--- config.mk ---
export PLATFORM = sky130hd
export DESIGN_NAME = pad_report_encoder
export DESIGN_NICKNAME = d
export VERILOG_FILES = /design/src/rtl/pad_report_encoder.sv
export SDC_FILE = /design/constraint.sdc
export NUM_CORES = 1
export LEC_CHECK = 0
export CORE_ASPECT_RATIO = 1.4
export CORE_MARGIN = 5
export CORE_UTILIZATION = 50
export CTS_BUF_LIST = sky130_fd_sc_hd__clkbuf_4
export CTS_CLUSTER_DIAMETER = 40
export DETAILED_ROUTE_END_ITERATION = 6
export PLACE_DENSITY_LB_ADDON = 0.2
export REMOVE_ABC_BUFFERS = 1
export SLEW_MARGIN = 20
export SYNTH_ARGS = -nofsm -noshare
export SYNTH_HDL_FRONTEND = slang
export SYNTH_SLANG_ARGS = --single-unit
export TNS_END_PERCENT = 5
--- constraint.sdc ---
create_clock -name clk -period 4 [get_ports clk]
set_input_delay 1.2 -clock clk [delete_from_list [all_inputs] [get_ports clk]]
set_output_delay 1.2 -clock clk [all_outputs]
set_load 0.01 [all_outputs]
--- src/rtl/pad_report_encoder.sv ---
// Game-pad report encoder: turns single button presses into coordinate/opcode
// reports, sent either as a 2*CW-bit serial frame or as a parallel valid/ready word.
module pad_report_encoder #(
    parameter int unsigned CW     = 4,
    parameter int unsigned X_INIT = 10,
    parameter int unsigned Y_INIT = 8,
    parameter int unsigned WRAP   = 0
) (
    input  logic            clk,
    input  logic            reset,
    input  logic            mode,
    input  logic            L,
    input  logic            R,
    input  logic            U,
    input  logic            D,
    input  logic            A,
    input  logic            B,
    input  logic            X,
    input  logic            Y,
    input  logic            par_ready,
    output logic            ser_coord,
    output logic            ser_op,
    output logic            ser_frame,
    output logic [2*CW-1:0] par_coord,
    output logic [3:0]      par_op,
    output logic            par_valid,
    output logic            busy
);

    localparam int unsigned NBITS = 2 * CW;
    localparam int unsigned CNT_W = $clog2(NBITS);
    localparam logic [CW-1:0]    CMAX     = '1;
    localparam logic [CNT_W-1:0] LAST_BIT = CNT_W'(NBITS - 1);

    typedef enum logic [1:0] {
        S_IDLE   = 2'd0,
        S_UPDATE = 2'd1,
        S_SEND_S = 2'd2,
        S_SEND_P = 2'd3
    } state_e;

    state_e            state_q, state_d;
    logic [7:0]        prev_q, prev_d;
    logic [7:0]        ev_q, ev_d;
    logic              mode_q, mode_d;
    logic [CW-1:0]     x_q, x_d;
    logic [CW-1:0]     y_q, y_d;
    logic [3:0]        op_q, op_d;
    logic [CNT_W-1:0]  cnt_q, cnt_d;
    logic              ser_coord_q, ser_coord_d;
    logic              ser_op_q, ser_op_d;
    logic              ser_frame_q, ser_frame_d;
    logic [NBITS-1:0]  par_coord_q, par_coord_d;
    logic [3:0]        par_op_q, par_op_d;
    logic              par_valid_q, par_valid_d;
    logic              busy_q, busy_d;

    logic [7:0]        btn;
    logic [7:0]        btn_rise;
    logic              single_rise;
    logic [NBITS-1:0]  coord_sh;
    logic [NBITS-1:0]  op_sh;

    // Increment with saturation or wrap at the top of the range
    function automatic logic [CW-1:0] coord_up(input logic [CW-1:0] v);
        if (v == CMAX) begin
            return (WRAP != 0) ? '0 : CMAX;
        end
        return v + CW'(1);
    endfunction

    // Decrement with saturation or wrap at zero
    function automatic logic [CW-1:0] coord_dn(input logic [CW-1:0] v);
        if (v == '0) begin
            return (WRAP != 0) ? CMAX : '0;
        end
        return v - CW'(1);
    endfunction

    assign btn         = {L, R, U, D, A, B, X, Y};
    assign btn_rise    = btn & ~prev_q;
    assign single_rise = (btn_rise != '0) && ((btn_rise & (btn_rise - 8'd1)) == '0);
    assign coord_sh    = {x_q, y_q} << cnt_q;
    assign op_sh       = (NBITS'(op_q) << (NBITS - 4)) << cnt_q;

    // Next-state and next-output logic
    always_comb begin
        state_d     = state_q;
        prev_d      = btn;
        ev_d        = ev_q;
        mode_d      = mode_q;
        x_d         = x_q;
        y_d         = y_q;
        op_d        = op_q;
        cnt_d       = cnt_q;
        ser_coord_d = 1'b0;
        ser_op_d    = 1'b0;
        ser_frame_d = 1'b0;
        par_coord_d = par_coord_q;
        par_op_d    = par_op_q;
        par_valid_d = par_valid_q;

        case (state_q)
            S_IDLE: begin
                if (single_rise) begin
                    ev_d    = btn_rise;
                    mode_d  = mode;
                    state_d = S_UPDATE;
                end
            end
            S_UPDATE: begin
                op_d = 4'b0000;
                if (ev_q[7]) x_d = coord_dn(x_q);
                if (ev_q[6]) x_d = coord_up(x_q);
                if (ev_q[5]) y_d = coord_up(y_q);
                if (ev_q[4]) y_d = coord_dn(y_q);
                if (ev_q[3]) op_d = 4'b1001;
                if (ev_q[2]) op_d = 4'b1011;
                if (ev_q[1]) op_d = 4'b1101;
                if (ev_q[0]) op_d = 4'b1111;
                cnt_d   = '0;
                state_d = mode_q ? S_SEND_S : S_SEND_P;
            end
            S_SEND_S: begin
                ser_frame_d = 1'b1;
                ser_coord_d = coord_sh[NBITS-1];
                ser_op_d    = op_sh[NBITS-1];
                if (cnt_q == LAST_BIT) begin
                    cnt_d   = '0;
                    state_d = S_IDLE;
                end else begin
                    cnt_d = cnt_q + CNT_W'(1);
                end
            end
            S_SEND_P: begin
                par_coord_d = {x_q, y_q};
                par_op_d    = op_q;
                if (par_valid_q && par_ready) begin
                    par_valid_d = 1'b0;
                    state_d     = S_IDLE;
                end else begin
                    par_valid_d = 1'b1;
                end
            end
            default: state_d = S_IDLE;
        endcase

        busy_d = (state_d != S_IDLE);
    end

    // State and output registers with synchronous reset
    always_ff @(posedge clk) begin
        if (reset) begin
            state_q     <= S_IDLE;
            prev_q      <= '0;
            ev_q        <= '0;
            mode_q      <= 1'b0;
            x_q         <= CW'(X_INIT);
            y_q         <= CW'(Y_INIT);
            op_q        <= '0;
            cnt_q       <= '0;
            ser_coord_q <= 1'b0;
            ser_op_q    <= 1'b0;
            ser_frame_q <= 1'b0;
            par_coord_q <= {CW'(X_INIT), CW'(Y_INIT)};
            par_op_q    <= '0;
            par_valid_q <= 1'b0;
            busy_q      <= 1'b0;
        end else begin
            state_q     <= state_d;
            prev_q      <= prev_d;
            ev_q        <= ev_d;
            mode_q      <= mode_d;
            x_q         <= x_d;
            y_q         <= y_d;
            op_q        <= op_d;
            cnt_q       <= cnt_d;
            ser_coord_q <= ser_coord_d;
            ser_op_q    <= ser_op_d;
            ser_frame_q <= ser_frame_d;
            par_coord_q <= par_coord_d;
            par_op_q    <= par_op_d;
            par_valid_q <= par_valid_d;
            busy_q      <= busy_d;
        end
    end

    assign ser_coord = ser_coord_q;
    assign ser_op    = ser_op_q;
    assign ser_frame = ser_frame_q;
    assign par_coord = par_coord_q;
    assign par_op    = par_op_q;
    assign par_valid = par_valid_q;
    assign busy      = busy_q;

endmodule

==> results of run 1 <==
-- routing by layer --
metal,up-vias,track usage
li1,1016,-
met1,894,0.161
met2,36,0.283
met3,5,0.0309
met4,0,0.0596
met5,-,0
-- cell families (layout without fill, tap and decap cells) --
logic type               after synthesis  after routing  synth area share
AO/OA/AOI/OAI                         51             51             0.132
XOR/XNOR                               1              1           0.00340
buffers and inverters                 33             53            0.0529
AND/OR/NAND/NOR                      116            116             0.259
adder cells (fa/ha/maj)               12             12            0.0582
flip-flops                            49             49             0.380
multiplexers                          24             24             0.115
-- worst max-delay path, stage by stage --
cell	delay, ns
clkdlybuf4s50_1	0.47
nor2b_4	0.20
nor3_4	0.07
a211o_1	0.31
and2_4	0.15
a211oi_2	0.48
buf_4	0.26
mux2i_1	0.19
-- sequential cells by signal (all words and copies together), names as in the netlist, 2 cells and up --
name       count
cnt_q          3
par_coord      8
x_q            4
y_q            4
op_q           3
state_q        2
par_op         3
prev_q         8
ev_q           8
-- report_power, final --
group / internal [W] / switching [W]
sequential: 0.000506 / 0.0000153
combinational: 0.0000600 / 0.0000609
clock: 0.0000734 / 0.000169
-- synthesized netlist by cell type (all sizes together) (7+ instances only) --
library cell | instances | area [um^2]
mux2i | 19 | 190
clkbuf | 15 | 56.3
nand2b | 20 | 125
nor2 | 41 | 154
inv | 15 | 56.3
dfxtp | 49 | 981
o21ai | 14 | 70.1
a21oi | 11 | 55.1
nor2b | 20 | 160
a211o | 7 | 61.3
ha | 12 | 150
nand3 | 8 | 40.0
-- cell usage in the layout, fill, tap and decap left out, types with 4 or more instances in the layout --
cell | Yosys | layout
a211o_1 | 7 | 7
nor2b_4 | 4 | 4
clkdlybuf4s50_1 | 0 | 27
nand2b_1 | 20 | 20
o21ai_1 | 8 | 8
nor2b_1 | 14 | 14
nand2_1 | 6 | 6
a21oi_1 | 11 | 11
dfxtp_1 | 49 | 49
ha_1 | 12 | 12
nor2_1 | 41 | 41
clkbuf_4 | 0 | 5
nand3_1 | 8 | 8
o21ai_0 | 6 | 6
nor3b_1 | 4 | 4
mux2i_1 | 19 | 19
inv_1 | 13 | 13
mux4_2 | 4 | 4
-- through the flow --
step	hold WS, ns	instances
floorplan	0.448	268
global placement	0.466	364
detailed placement	0.474	364
CTS	0.496	372
global route	0.524	372
finish	0.489	372
-- final cells by class --
type | instances | area (um^2)
inverter | 15 | 56.3
fill | 462 | 2150
clock buffer | 5 | 37.5
multi-input combinational | 204 | 1460
clock inverter | 3 | 26.3
tap | 66 | 82.6
timing repair buffer | 30 | 290
sequential | 49 | 981
-- how the worst max path moves through the flow --
stage | startpoint | to | slack [ns] | depth (start not counted)
final | B | ev_q[1]$_SDFFE_PP0P_ | 0.99 | 8
after CTS | D | ev_q[3]$_SDFFE_PP0P_ | 1.00 | 8
after global routing | U | ev_q[7]$_SDFFE_PP0P_ | 0.88 | 8
after detailed placement | A | ev_q[3]$_SDFFE_PP0P_ | 0.60 | 8
after global placement | D | ev_q[7]$_SDFFE_PP0P_ | 0.66 | 8
after floorplan | A | ev_q[6]$_SDFFE_PP0P_ | 1.03 | 6
==> flow_summary_export.csv, run 1 <==
group,metric,value,unit
pwr,p_leak,1.06,nW
detailed_routing,drc,0,
min_path,hold_end,"ev_q[7]$_SDFFE_PP0P_",
layout,drive_gt1_frac,0.0948,
worst_setup_path,path_class,"in -> reg",
floorplan,rows,31,
detailed_routing,routedWlPerCell,12.7,um
worst_setup_path,endpoint_kind,"flip-flop",
worst_setup_path,timing.rr.start,"state_q[1]$_SDFF_PP0_",
pwr,total_power,0.000884,W
worst_setup_path,crit_arrival,3.32,ns
clock_network,clkTransAtPathRegs,0.16,ns
logic_synthesis,synth_flop_cell,"dfxtp_1",
clock_network,cts.sinks,49,
worst_setup_path,r2r_slack,1.94,ns
detailed_routing,vias_per_cell,5.24,
logic_synthesis,yosysSeqAreaShare,0.380,
clock_network,cts_resized,0,
sta,max_freq,0.333,GHz
logic_synthesis,synth.avg_cell_area,9.02,um^2
sta,finClkSkew,0.0148,ns
layout,antenna_cells,0,
clock_network,h-tree-depth,2,
floorplan,die_height,95.0,um
logic_synthesis,ys_ff_latch,49,
sta,worst_pin_slew,0.888,ns
detailed_routing,firstDrtPassIters,4,
grt,grt_usage,0.150,
logic_synthesis,synth_warnings,0,
run_status,status,"completed",
sta,drv_slew,0,
detailed_routing,wl,4.73,mm
placed_design,gp_congestion,0.849,
sta,fin_setup_tns,0,ns
sta,setup_slack,0.993,ns
worst_setup_path,ff2ff_path_depth,8,
logic_synthesis,synth_enable_flop_cells,0,
grt,grt_pass1_vias,1900,
clock_network,worstSkewPairLatency,0.37,ns
worst_setup_path,rr_endpoint,"y_q[2]$_SDFFE_PP0P_",
floorplan,die_x,70.7,um
placed_design,dp_hpwl,3.38,mm
grt,grt_start_max_net_pins,57,
logic_synthesis,syn_inst,286,
floorplan,start_util,0.508,
sta,slew_headroom,0.408,
detailed_routing,vias,1951,
sta,rsz0062_at_grt,"no",
floorplan,pin_count,29,
logic_synthesis,ys_async_sr_fraction,0,
sta,hold_violations,0,
floorplan,die_area,6710,um^2
sta,fin_crit_sh,0.752,
logic_synthesis,synth_cell_types,47,
clock_network,cts_buffers,5,
layout,fin_nets,329,
placed_design,place_worst_setup_slack,0.597,ns
clock_network,cts_tree,"done",
detailed_routing,wl_met3,187,um
min_path,hold_depth,2,
worst_setup_path,cp-start-kind,"input port",
worst_setup_path,cp_max_fo,5,
grt,grt_pass1_wl,8.20,mm
clock_network,clock_path_buffers,2,
grt,antenna_found_initial,0,
layout,final_core_util,0.578,
detailed_routing,ant_nets,0,
detailed_routing,highest_layer,"met4",
clock_network,hold_buffers,0,
detailed_routing,met2_wirelength,2.43,mm
layout,final_cell_area,2940,um^2
run,cap_viol_max_count,0,
sta,finalCriticalPeriod,3.01,ns
worst_setup_path,worstPathRequired,4.32,ns
min_path,hold_path_startpoint,"ev_q[7]$_SDFFE_PP0P_",
min_path,hold_path.class,"reg -> reg",
detailed_routing,wl_met1,2.05,mm
clock_network,cts_setup_buffers,0,
layout,syn_to_final_growth,13.8,%
placed_design,port-buffer-count,28,
pwr,power_density,301,nW/um^2
logic_synthesis,syn_area,2580,um^2
pwr,vdd_drop_max,0.241,mV
detailed_routing,drt-initial-drc-count,139,
grt,grt_overflow,0,
placed_design,placed_cell_area,2870,um^2
floorplan,core,5080,um^2
sta,setup_viol_count_final,0,
clock_network,root_buffer,"clkbuf_4",
Power figures use the tool's default switching activity.
==> inputs of run 2 (changes only) <==
==> constraint.sdc (replaced) <==
create_clock -name clk -period 2.8 [get_ports clk]
set_input_delay 0.84 -clock clk [delete_from_list [all_inputs] [get_ports clk]]
set_output_delay 0.84 -clock clk [all_outputs]
set_load 0.01 [all_outputs]
==> flow_summary_export.csv, run 2 (synthesized netlist as in run 1, its figures left out) <==
group,metric,value,unit
floorplan,start_util,0.508,
worst_setup_path,crit_arrival,2.74,ns
pwr,pwr-share-clk,0.267,
layout,drive_gt1_frac,0.115,
clock_network,hold_buffers,0,
worst_setup_path,cp-start-kind,"input port",
pwr,total_power,0.00126,W
placed_design,gp_congestion,0.822,
detailed_routing,drc,0,
detailed_routing,drt-initial-drc-count,110,
layout,layout_commonest_cell,"dfxtp_1",
pwr,vdd_drop_max,0.301,mV
pwr,p_sw_frac,0.252,
clock_network,cts_tree,"done",
clock_network,clock_path_buffers,2,
clock_network,cts_buffers,5,
floorplan,die_area,6710,um^2
layout,final_core_util,0.587,
grt,grt_overflow,0,
detailed_routing,firstDrtPassIters,4,
layout,final_cell_area,2980,um^2
floorplan,pin_count,29,
clock_network,cts_setup_buffers,0,
run,cap_viol_max_count,0,
clock_network,h-tree-depth,2,
sta,slew_headroom,0.547,
placed_design,placed_cell_area,2920,um^2
clock_network,clkTransAtPathRegs,0.12,ns
sta,finClkSkew,0.0118,ns
detailed_routing,wl,4.75,mm
worst_setup_path,cpMaxStageDelayCell,"clkdlybuf4s50_1",
sta,finalCriticalPeriod,2.45,ns
min_path,hold_path.class,"reg -> reg",
placed_design,port-buffer-count,28,
detailed_routing,vias,1997,
sta,worst_pin_slew,0.674,ns
floorplan,rows,31,
sta,fin_setup_tns,0,ns
detailed_routing,ant_nets,0,
sta,fin_crit_sh,0.876,
layout,syn_to_final_growth,15.7,%
detailed_routing,vias_per_cell,5.27,
pwr,p_leak,1.10,nW
clock_network,cts_resized,0,
worst_setup_path,worstPathRequired,3.09,ns
floorplan,core,5080,um^2
floorplan,die_height,95.0,um
worst_setup_path,crit_chain,"clkdlybuf4s50_1 -> nor2b_4 -> nor3_4 -> a211o_1 -> and2_4 -> a211oi_2 -> buf_4 -> mux2i_1",
worst_setup_path,r2r_slack,0.76,ns
layout,fin_nets,336,
worst_setup_path,critPathMaxStageDelay,0.49,ns
sta,drv_slew,0,
grt,grt_pass1_vias,1744,
floorplan,die_x,70.7,um
pwr,power_density,423,nW/um^2
placed_design,dp_hpwl,3.50,mm
clock_network,cts.sinks,49,
grt,antenna_found_initial,0,
grt,grt_pass1_wl,7.82,mm
pwr,p_sw,0.000319,W
grt,grt_start_max_net_pins,29,
grt,grt_usage,0.145,
clock_network,worstSkewPairLatency,0.36,ns
clock_network,root_buffer,"clkbuf_4",
run_status,status,"completed",
sta,max_freq,0.408,GHz
pwr,power.share.sequential,0.588,
sta,setup_viol_count_final,0,
pwr,combPwrFrac,0.145,
sta,hold_violations,0,
worst_setup_path,path_class,"in -> reg",
worst_setup_path,endpoint_kind,"flip-flop",
sta,hold_slack,0.489,ns
sta,rsz0062_at_grt,"no",
worst_setup_path,cp_max_fo,5,
detailed_routing,routedWlPerCell,12.5,um
pwr,p_int,0.000945,W
layout,layout_common_cells,"dfxtp_1 (49), nor2_1 (41), clkdlybuf4s50_1 (27)",
layout,antenna_cells,0,
[run 2: worst paths after layout]
path	cells past startpoint	from	to
hold / removal	2	mode_q$_SDFFE_PP0P_	mode_q$_SDFFE_PP0P_
setup / recovery	8	B	ev_q[2]$_SDFFE_PP0P_
hold reg to reg	2	mode_q$_SDFFE_PP0P_	mode_q$_SDFFE_PP0P_
setup reg to reg	8	state_q[1]$_SDFF_PP0_	y_q[2]$_SDFFE_PP0P_
[run 2: cell type report]
class	count	area (um^2)
fill	461	2100
multi-input combinational	204	1460
sequential	49	981
timing repair buffer	37	343
tap	66	82.6
clock buffer	8	60.1
inverter	15	56.3
[run 2: routing by layer]
layer	vias up	global-route usage	routed length, um
li1	1032	-	-
met1	921	0.167	2060
met2	37	0.261	2390
met3	7	0.0309	218
met4	0	0.0564	76
met5	-	0	0
[run 2: power groups by stage]
stage | logic (W) | clock network, W | registers (W)
after floorplan | 0.000118 | 0 | 0.000755
after global placement | 0.000182 | 0 | 0.000759
after detailed placement | 0.000183 | 0 | 0.000760
after CTS | 0.000184 | 0.000355 | 0.000744
after global routing | 0.000201 | 0.000385 | 0.000748
final | 0.000183 | 0.000337 | 0.000743
[run 2: worst max-delay path, delay by kind of cell]
family,cells,cell delay [ns]
AO/OA/AOI/OAI,2,0.58
buffers and inverters,2,0.71
AND/OR/NAND/NOR,3,0.43
multiplexers,1,0.19
[run 2: metrics by stage]
step	std cells	setup slack, ns
after floorplan	268	0.193
after global placement	371	0.0533
after detailed placement	371	-0.00200
after CTS	379	0.364
after global routing	379	0.237
final	379	0.347
==> inputs of run 3 (changes only) <==
--- a/config.mk
+++ b/config.mk
@@ -10,8 +10,10 @@
 export CORE_UTILIZATION = 50
 export CTS_BUF_LIST = sky130_fd_sc_hd__clkbuf_4
 export CTS_CLUSTER_DIAMETER = 40
+export CTS_CLUSTER_SIZE = 14
 export DETAILED_ROUTE_END_ITERATION = 6
 export PLACE_DENSITY_LB_ADDON = 0.2
+export RECOVER_POWER = 25
 export REMOVE_ABC_BUFFERS = 1
 export SLEW_MARGIN = 20
 export SYNTH_ARGS = -nofsm -noshare
==> flow_summary_export.csv, run 3 (synthesized netlist as in run 1, its figures left out) <==
group,metric,value,unit
layout,fin_nets,336,
layout,antenna_cells,0,
pwr,p_leak,1.09,nW
pwr,total_power,0.00126,W
placed_design,placed_cell_area,2920,um^2
detailed_routing,ant_nets,0,
clock_network,cts.sinks,49,
layout,multiInputGateArea,1460,um^2
clock_network,cts_resized,0,
pwr,p_sw,0.000318,W
clock_network,hold_buffers,0,
worst_setup_path,crit_chain,"dlygate4sd3_1 -> nor2b_2 -> nor3_4 -> a211o_1 -> and2_4 -> a211oi_2 -> buf_4 -> mux2i_1",
detailed_routing,drc,0,
sta,slew_headroom,0.240,
pwr,p_sw_frac,0.252,
placed_design,place_worst_setup_slack,-0.00200,ns
sta,worst_pin_slew,1.14,ns
detailed_routing,vias,1980,
pwr,vdd_drop_max,0.301,mV
grt,antenna_found_initial,0,
floorplan,pin_count,29,
worst_setup_path,cpMaxStageDelayCell,"dlygate4sd3_1",
floorplan,die_area,6710,um^2
pwr,combPwrFrac,0.143,
placed_design,dp_hpwl,3.50,mm
min_path,hold_path.class,"reg -> reg",
grt,grt_start_max_net_pins,29,
clock_network,cts_setup_buffers,0,
layout,syn_to_final_growth,15.3,%
min_path,hold_end,"mode_q$_SDFFE_PP0P_",
clock_network,clkTransAtPathRegs,0.12,ns
worst_setup_path,cp_max_fo,5,
pwr,pwr-share-clk,0.267,
worst_setup_path,worstPathRequired,3.09,ns
worst_setup_path,endpoint_kind,"flip-flop",
clock_network,cts_buffers,5,
pwr,power.share.sequential,0.590,
sta,drv_slew,0,
run_status,status,"completed",
worst_setup_path,critPathMaxStageDelay,0.55,ns
run,cap_viol_max_count,0,
sta,fin_crit_sh,0.901,
worst_setup_path,ff2ff_path_depth,8,
worst_setup_path,path_class,"in -> reg",
layout,layout_common_cells,"dfxtp_1 (49), nor2_1 (41), clkdlybuf4s50_1 (25)",
floorplan,start_util,0.508,
layout,drive_gt1_frac,0.102,
worst_setup_path,rr_endpoint,"y_q[2]$_SDFFE_PP0P_",
sta,max_freq,0.397,GHz
layout,final_core_util,0.585,
sta,hold_violations,0,
detailed_routing,firstDrtPassIters,4,
sta,setup_viol_count_final,0,
worst_setup_path,timing.rr.start,"state_q[1]$_SDFF_PP0_",
detailed_routing,wl,4.74,mm
layout,final_cell_area,2970,um^2
clock_network,cts_tree,"done",
sta,finClkSkew,0.0112,ns
layout,fillers,459,
worst_setup_path,crit_arrival,2.81,ns
pwr,p_int,0.000943,W
grt,grt_overflow,0,
sta,finalCriticalPeriod,2.52,ns
floorplan,rows,31,
min_path,hold_depth,2,
grt,grt_pass1_wl,7.82,mm
grt,grt_pass1_vias,1744,
worst_setup_path,r2r_slack,0.78,ns
detailed_routing,routedWlPerCell,12.5,um
detailed_routing,vias_per_cell,5.22,
min_path,hold_path_startpoint,"mode_q$_SDFFE_PP0P_",
floorplan,die_x,70.7,um
sta,fin_setup_tns,0,ns
worst_setup_path,cp-start-kind,"input port",
layout,layout_commonest_cell,"dfxtp_1",
sta,rsz0062_at_grt,"no",
worst_setup_path,critPathBufInv,2,
clock_network,worstSkewPairLatency,0.36,ns
clock_network,clock_path_buffers,2,
detailed_routing,drt-initial-drc-count,123,
clock_network,root_buffer,"clkbuf_4",
clock_network,h-tree-depth,2,
worst_setup_path,cp_top_family,"buffers and inverters",
sta,setup_slack,0.278,ns
placed_design,gp_congestion,0.822,
placed_design,port-buffer-count,28,
pwr,power_density,424,nW/um^2
layout,seqCellArea,981,um^2
floorplan,core,5080,um^2
grt,grt_usage,0.145,
floorplan,die_height,95.0,um
run 3: changes by cell type in the layout (fill, tap and decap cells not counted), sizes merged:
| cell | delta |
|---|---|
| clkdlybuf4s50 | -2 |
| dlygate4sd3 | +2 |
| clkbuf | +3 |
| buf | -3 |
run 3: stage by stage:
step | std cells | hold slack [ns]
4_1_cts | 379 | 0.492
5_1_grt | 379 | 0.514
3_5_place_dp | 371 | 0.472
6_report | 379 | 0.490
2_1_floorplan | 268 | 0.448
3_3_place_gp | 371 | 0.464
run 3: how the worst max path moves through the flow:
| stage | slack [ns] | depth (start not counted) | end | startpoint |
|---|---|---|---|---|
| after floorplan | 0.19 | 6 | ev_q[6]$_SDFFE_PP0P_ | A |
| after global placement | 0.05 | 8 | ev_q[7]$_SDFFE_PP0P_ | D |
| after detailed placement | -0.002 | 8 | ev_q[7]$_SDFFE_PP0P_ | B |
| after CTS | 0.36 | 8 | ev_q[2]$_SDFFE_PP0P_ | B |
| after global routing | 0.17 | 8 | ev_q[2]$_SDFFE_PP0P_ | D |
| final | 0.28 | 8 | ev_q[2]$_SDFFE_PP0P_ | D |
run 3: power by group through the flow:
stage	Combinational [W]	Sequential [W]	Clock (W)
2_1_floorplan	0.000118	0.000755	0
3_3_place_gp	0.000182	0.000759	0
3_5_place_dp	0.000183	0.000760	0
4_1_cts	0.000184	0.000744	0.000355
5_1_grt	0.000200	0.000748	0.000385
6_report	0.000181	0.000743	0.000337
run 3: area by class of cell:
cell class / count / share of cell area
repair buffers: 37 / 0.112
flip-flops and latches: 49 / 0.330
clock buffers: 8 / 0.0202
inverters: 15 / 0.0189
well taps: 66 / 0.0278
multi-input cells: 204 / 0.491
run 3: worst reg2reg max path, delay by kind of cell, from the launching register on:
| family | cells | cell delay [ns] |
|---|---|---|
| AND/OR/NAND/NOR | 2 | 0.67 |
| AO/OA/AOI/OAI | 3 | 0.40 |
| flip-flops | 1 | 0.37 |
| adder cells (fa/ha/maj) | 1 | 0.35 |
| buffers and inverters | 2 | 0.18 |
run 3: metal layers:
metal / vias up / GRT usage / share of wire
met5: - / 0 / 0
met1: 916 / 0.167 / 0.44
met4: 0 / 0.0564 / 0.016
met2: 25 / 0.261 / 0.51
met3: 7 / 0.0309 / 0.035
li1: 1032 / - / -
==> variant 1, RTL diff (config.mk and constraints of run 3) <==
The parameter `WRAP` goes from 0 to 1.
--- a/src/rtl/pad_report_encoder.sv
+++ b/src/rtl/pad_report_encoder.sv
@@ -4,7 +4,7 @@
     parameter int unsigned CW     = 4,
     parameter int unsigned X_INIT = 10,
     parameter int unsigned Y_INIT = 8,
-    parameter int unsigned WRAP   = 0
+    parameter int unsigned WRAP   = 1
 ) (
     input  logic            clk,
     input  logic            reset,
Behaviour: no difference found for any inputs over 10 cycles, from zero or initial values and one cycle with reset high; that may be too few to reach the edited logic, so the function may still have changed.
==> variant 1 against run 3 <==
Synthesized cell count shrank 14%. First-iteration DRC count shrank 20%. Routed wire length shrank 15%. Sequential cell count is the same. Clock power shrank 8.9%. Setup slack gained 0.16 ns. Largest power group unchanged. Synthesized area shrank 10%. Design area shrank 8.8%. Sequential power grew 5.5%. Final cell count shrank 11%. Total power grew 12%. Critical endpoint is now ev_q[1].
==> variant 1: results (changes against run 3) <==
global_routing:
  grt_pass1_vias: 1632  # -6.4%
  grt_pass1_wl_um: 6970  # -11%
  met3_usage: 0.0349  # +0.00399
  grt_max_degree: 36  # +24%
  met2_usage: 0.236  # -0.0244
  grt_usage: 0.145  # -0.000317
  grtUsageMet1: 0.171  # +0.00492
sta:
  worstMarginPinSlew_ns: 0.701  # -0.439 ns
  skew_ns: 0.0131  # +0.00188 ns
  period_share: 0.845  # -0.0555
power:
  ir_drop_mv: 0.408  # +36%
  clkPwrFrac: 0.218  # -0.049
  seq_power_mw: 0.784  # +5.5%
  switchingPower_mw: 0.424  # +33%
  total_leakage_power_nw: 0.987  # -9.3%
  power_density_nw_per_um2: 520  # +23%
cts:
  clk_latency_ns: 0.37
  cts_max_path_buffers: 2  # unchanged
synth:
  synth_top_area_share: 0.424  # +0.0436
  ys_top_cells_by_count: "49 x dfxtp_1, 24 x nor2_1, 21 x a21oi_1"
  ys_seq_area_frac: 0.424  # +0.0436
  ys_warn_count: 0  # unchanged
  yosys.cell_types.count: 40  # -15%
  synth.area.top_cells: "dfxtp_1 42%, ha_1 5.9%, mux2i_1 4.8%"
layout:
  n_antenna_cell: 0  # unchanged
  drive_above_1_share: 0.0939  # -0.00837
  finalNetCount: 299  # -11%
setup_path:
  startpoint: "U"
  cp.arrival_ns: 2.64  # -0.17 ns
  reg2regPathDepth: 6  # -2
  r2r-start: "prev_q[4]"
  slowest_stage: "clkdlybuf4s50_1"
  crit_family: "simple AND/OR/NAND/NOR gates"
  slowest_delay_ns: 0.52  # -0.03 ns
  worstSetupEndpoint: "ev_q[1]"
  worstPathMaxFanout: 13  # +8
  rrSetupSlack_ns: 1.04  # +0.26 ns
route:
  firstDrtPassIters: 4  # unchanged
  first_iter_violations: 99  # -20%
  routed_wl_um: 4050  # -15%
  vias: 1780  # -10%
status:
  outcome: "complete, no violations"
worst_hold_path:
  hold_start: "ev_q[7]"
  hold_end: "ev_q[7]"
placement:
  dpl_worst_slack_ns: 0.0698  # +0.0718 ns
  dpl.hpwl_um: 3000  # -14%
  gp_congestion: 0.834  # +1.5%
==> variant 1: routing by layer <==
layer | share of wire | routed length (um)
met5 | 0 | 0
met2 | 0.50 | 2020
met3 | 0.046 | 185
met1 | 0.42 | 1720
met4 | 0.031 | 125
==> variant 1: stage by stage <==
step	instances	utilization	cell area [um2]
finish	339	0.603	2710
global route	339	0.603	2710
floorplan	234	-	2260
CTS	339	0.604	2720
detailed placement	331	0.593	2670
global placement	331	0.593	2670
==> variant 1: logic make-up (layout without fill, tap and decap cells) <==
family,after synthesis,in the layout,synth area share
adders and majority gates,11,11,0.0595
muxes,14,14,0.0768
DFF,49,49,0.424
and+or+nand+nor,82,82,0.207
buffers and inverters,22,53,0.0406
xor gates and xnor gates,6,6,0.0227
AOI/OAI and AO/OA,62,62,0.170
==> variant 1: layout make-up <==
type                       instances  area (um2)
fill                             440        1790
clock buffer                       5        37.5
clock inverter                     3        12.5
inverter                          10        37.5
timing repair buffer              35         327
tap                               62        77.6
sequential                        49         981
multi-input combinational        175        1240
==> variant 2, RTL diff (config.mk and constraints of run 3) <==
Without the edit above. The 4 states of `state_e` get a one-hot encoding in 4 bits.
--- a/src/rtl/pad_report_encoder.sv
+++ b/src/rtl/pad_report_encoder.sv
@@ -32,11 +32,11 @@
     localparam logic [CW-1:0]    CMAX     = '1;
     localparam logic [CNT_W-1:0] LAST_BIT = CNT_W'(NBITS - 1);
 
-    typedef enum logic [1:0] {
-        S_IDLE   = 2'd0,
-        S_UPDATE = 2'd1,
-        S_SEND_S = 2'd2,
-        S_SEND_P = 2'd3
+    typedef enum logic [3:0] {
+        S_IDLE   = 4'b0001,
+        S_UPDATE = 4'b0010,
+        S_SEND_S = 4'b0100,
+        S_SEND_P = 4'b1000
     } state_e;
 
     state_e            state_q, state_d;
Formal check against the unedited RTL: same outputs for any inputs over 10 cycles, from zero or initial values and one cycle with reset high; not proved beyond that.
==> variant 2 against run 3 <==
Critical path depth shrank 4. Non-clock buffer count is 2 lower. Design area fell by 2.7%. Synthesized cell count increased by 2.1%. Total power rose by 3.5%. Sequential cell count up 2. Synthesized area is 3.8% lower. Die area decreased by 3.4%. Routed wire length grew 4.0%. Setup slack improved by 0.075 ns. Via count rose by 5.1%. Clock skew is 0.00099 ns lower. Critical path type unchanged. Largest cell class unchanged. Largest power group unchanged. Highest routed layer unchanged.
==> variant 2: results (changes against run 3) <==
power:
  total_leakage_power_nw: 1.08  # -0.69%
  switchingPower_mw: 0.311  # -2.3%
  ir_drop_mv: 0.241  # -20%
  seq_power_mw: 0.756  # +2%
  switching_share: 0.238  # -0.0142
  powerClk_mw: 0.420  # +25%
global_routing:
  grt_usage: 0.157  # +0.0118
  grt_pass1_vias: 1805  # +3.5%
  antenna_found_initial: 0  # unchanged
  grt_pass1_wl_um: 8150  # +4.2%
  met3_usage: 0.0333  # +0.00245
  grt_max_degree: 27  # -6.9%
  met2_usage: 0.278  # +0.0170
  grtUsageMet1: 0.178  # +0.0118
synth:
  yosys.cell_types.count: 49  # +4.3%
  ys_seq_area_frac: 0.412  # +0.0313
  synth.area.top_cells: "dfxtp_1 41%, a21oi_1 5.7%, nand2_1 5.4%"
  ys_top_cells_by_count: "51 x dfxtp_1, 36 x nand2_1, 33 x nor2_1"
route:
  vias: 2080  # +5.1%
  wl_per_cell_um: 12.9  # +2.9%
  dr_wl_met2_um: 2470  # +2.3%
  wl_met3_um: 199  # +18%
  viasPerCell: 5.43  # +4.0%
  first_iter_violations: 87  # -29%
layout:
  fillers: 447  # -2.6%
  n_antenna_cell: 0  # unchanged
  multiInputCombCellCount: 211  # +3.4%
  clk_share: 0.0281  # +0.00790
  finalNetCount: 337  # +0.30%
  drive_above_1_share: 0.0690  # -0.0333
  final_util: 0.598  # +0.0126
  nClkBuffers: 5  # -3
  multi_input_area_share: 0.458  # -0.0329
  regArea_um2: 1020  # +4.1%
  nNonClkBuffers: 35  # -5.4%
  num-nonclk-inverters: 14  # -1
  buffer_area_frac: 0.115  # +0.00306
cts:
  clkTransAtPathRegs_ns: 0.15  # +0.03 ns
  cts_num_sinks: 51  # +4.1%
setup_path:
  rrSetupSlack_ns: 0.48  # -0.30 ns
  slowest_delay_ns: 0.86  # +0.31 ns
  slowest_stage: "clkbuf_1"
  worstPathMaxFanout: 26  # +21
sta:
  layout_setup_ws_ns: 0.353  # +0.0749 ns
  worstMarginPinSlew_ns: 1.16  # +0.0242 ns
  holdWs_ns: 0.461  # -0.0283 ns
  skew_ns: 0.0102  # -0.000992 ns
placement:
  place_area_um2: 2830  # -3.2%
  dpl.hpwl_um: 3540  # +0.97%
  gp_congestion: 0.907  # +10%
  dpl.cell_count: 375  # +1.1%
  dpl_worst_slack_ns: 0.0389  # +0.0409 ns
status:
  outcome: "complete, no violations"
==> variant 2: cell types whose count changed after synthesis, moves of 4 or more <==
cell	delta
nand2_1	+30
a21oi_1	+17
mux2i_1	-16
nand2b_1	-11
nor2_1	-8
ha_1	-5
o211ai_1	+5
o21ai_1	-5
nor2b_4	-4
nor3b_1	-4
==> variant 2: cell families (layout without fill, tap and decap cells) <==
logic type / count (synthesis) / count (layout) / share of synthesized area
compound gates: 78 / 78 / 0.205
xor+xnor: 2 / 2 / 0.00706
fa+ha+maj: 7 / 7 / 0.0353
buf+inv: 30 / 57 / 0.0515
flops: 51 / 51 / 0.412
mux: 8 / 8 / 0.0530
simple gates: 116 / 116 / 0.237
==> variant 2: worst paths after layout <==
| check | endpoint | start | cells after the start |
|---|---|---|---|
| hold / removal | par_op[1] | par_op[1] | 2 |
| hold reg to reg | par_op[1] | par_op[1] | 2 |
| setup / recovery | y_q[0] | reset | 4 |
| setup reg to reg | x_q[2] | state_q[2] | 5 |
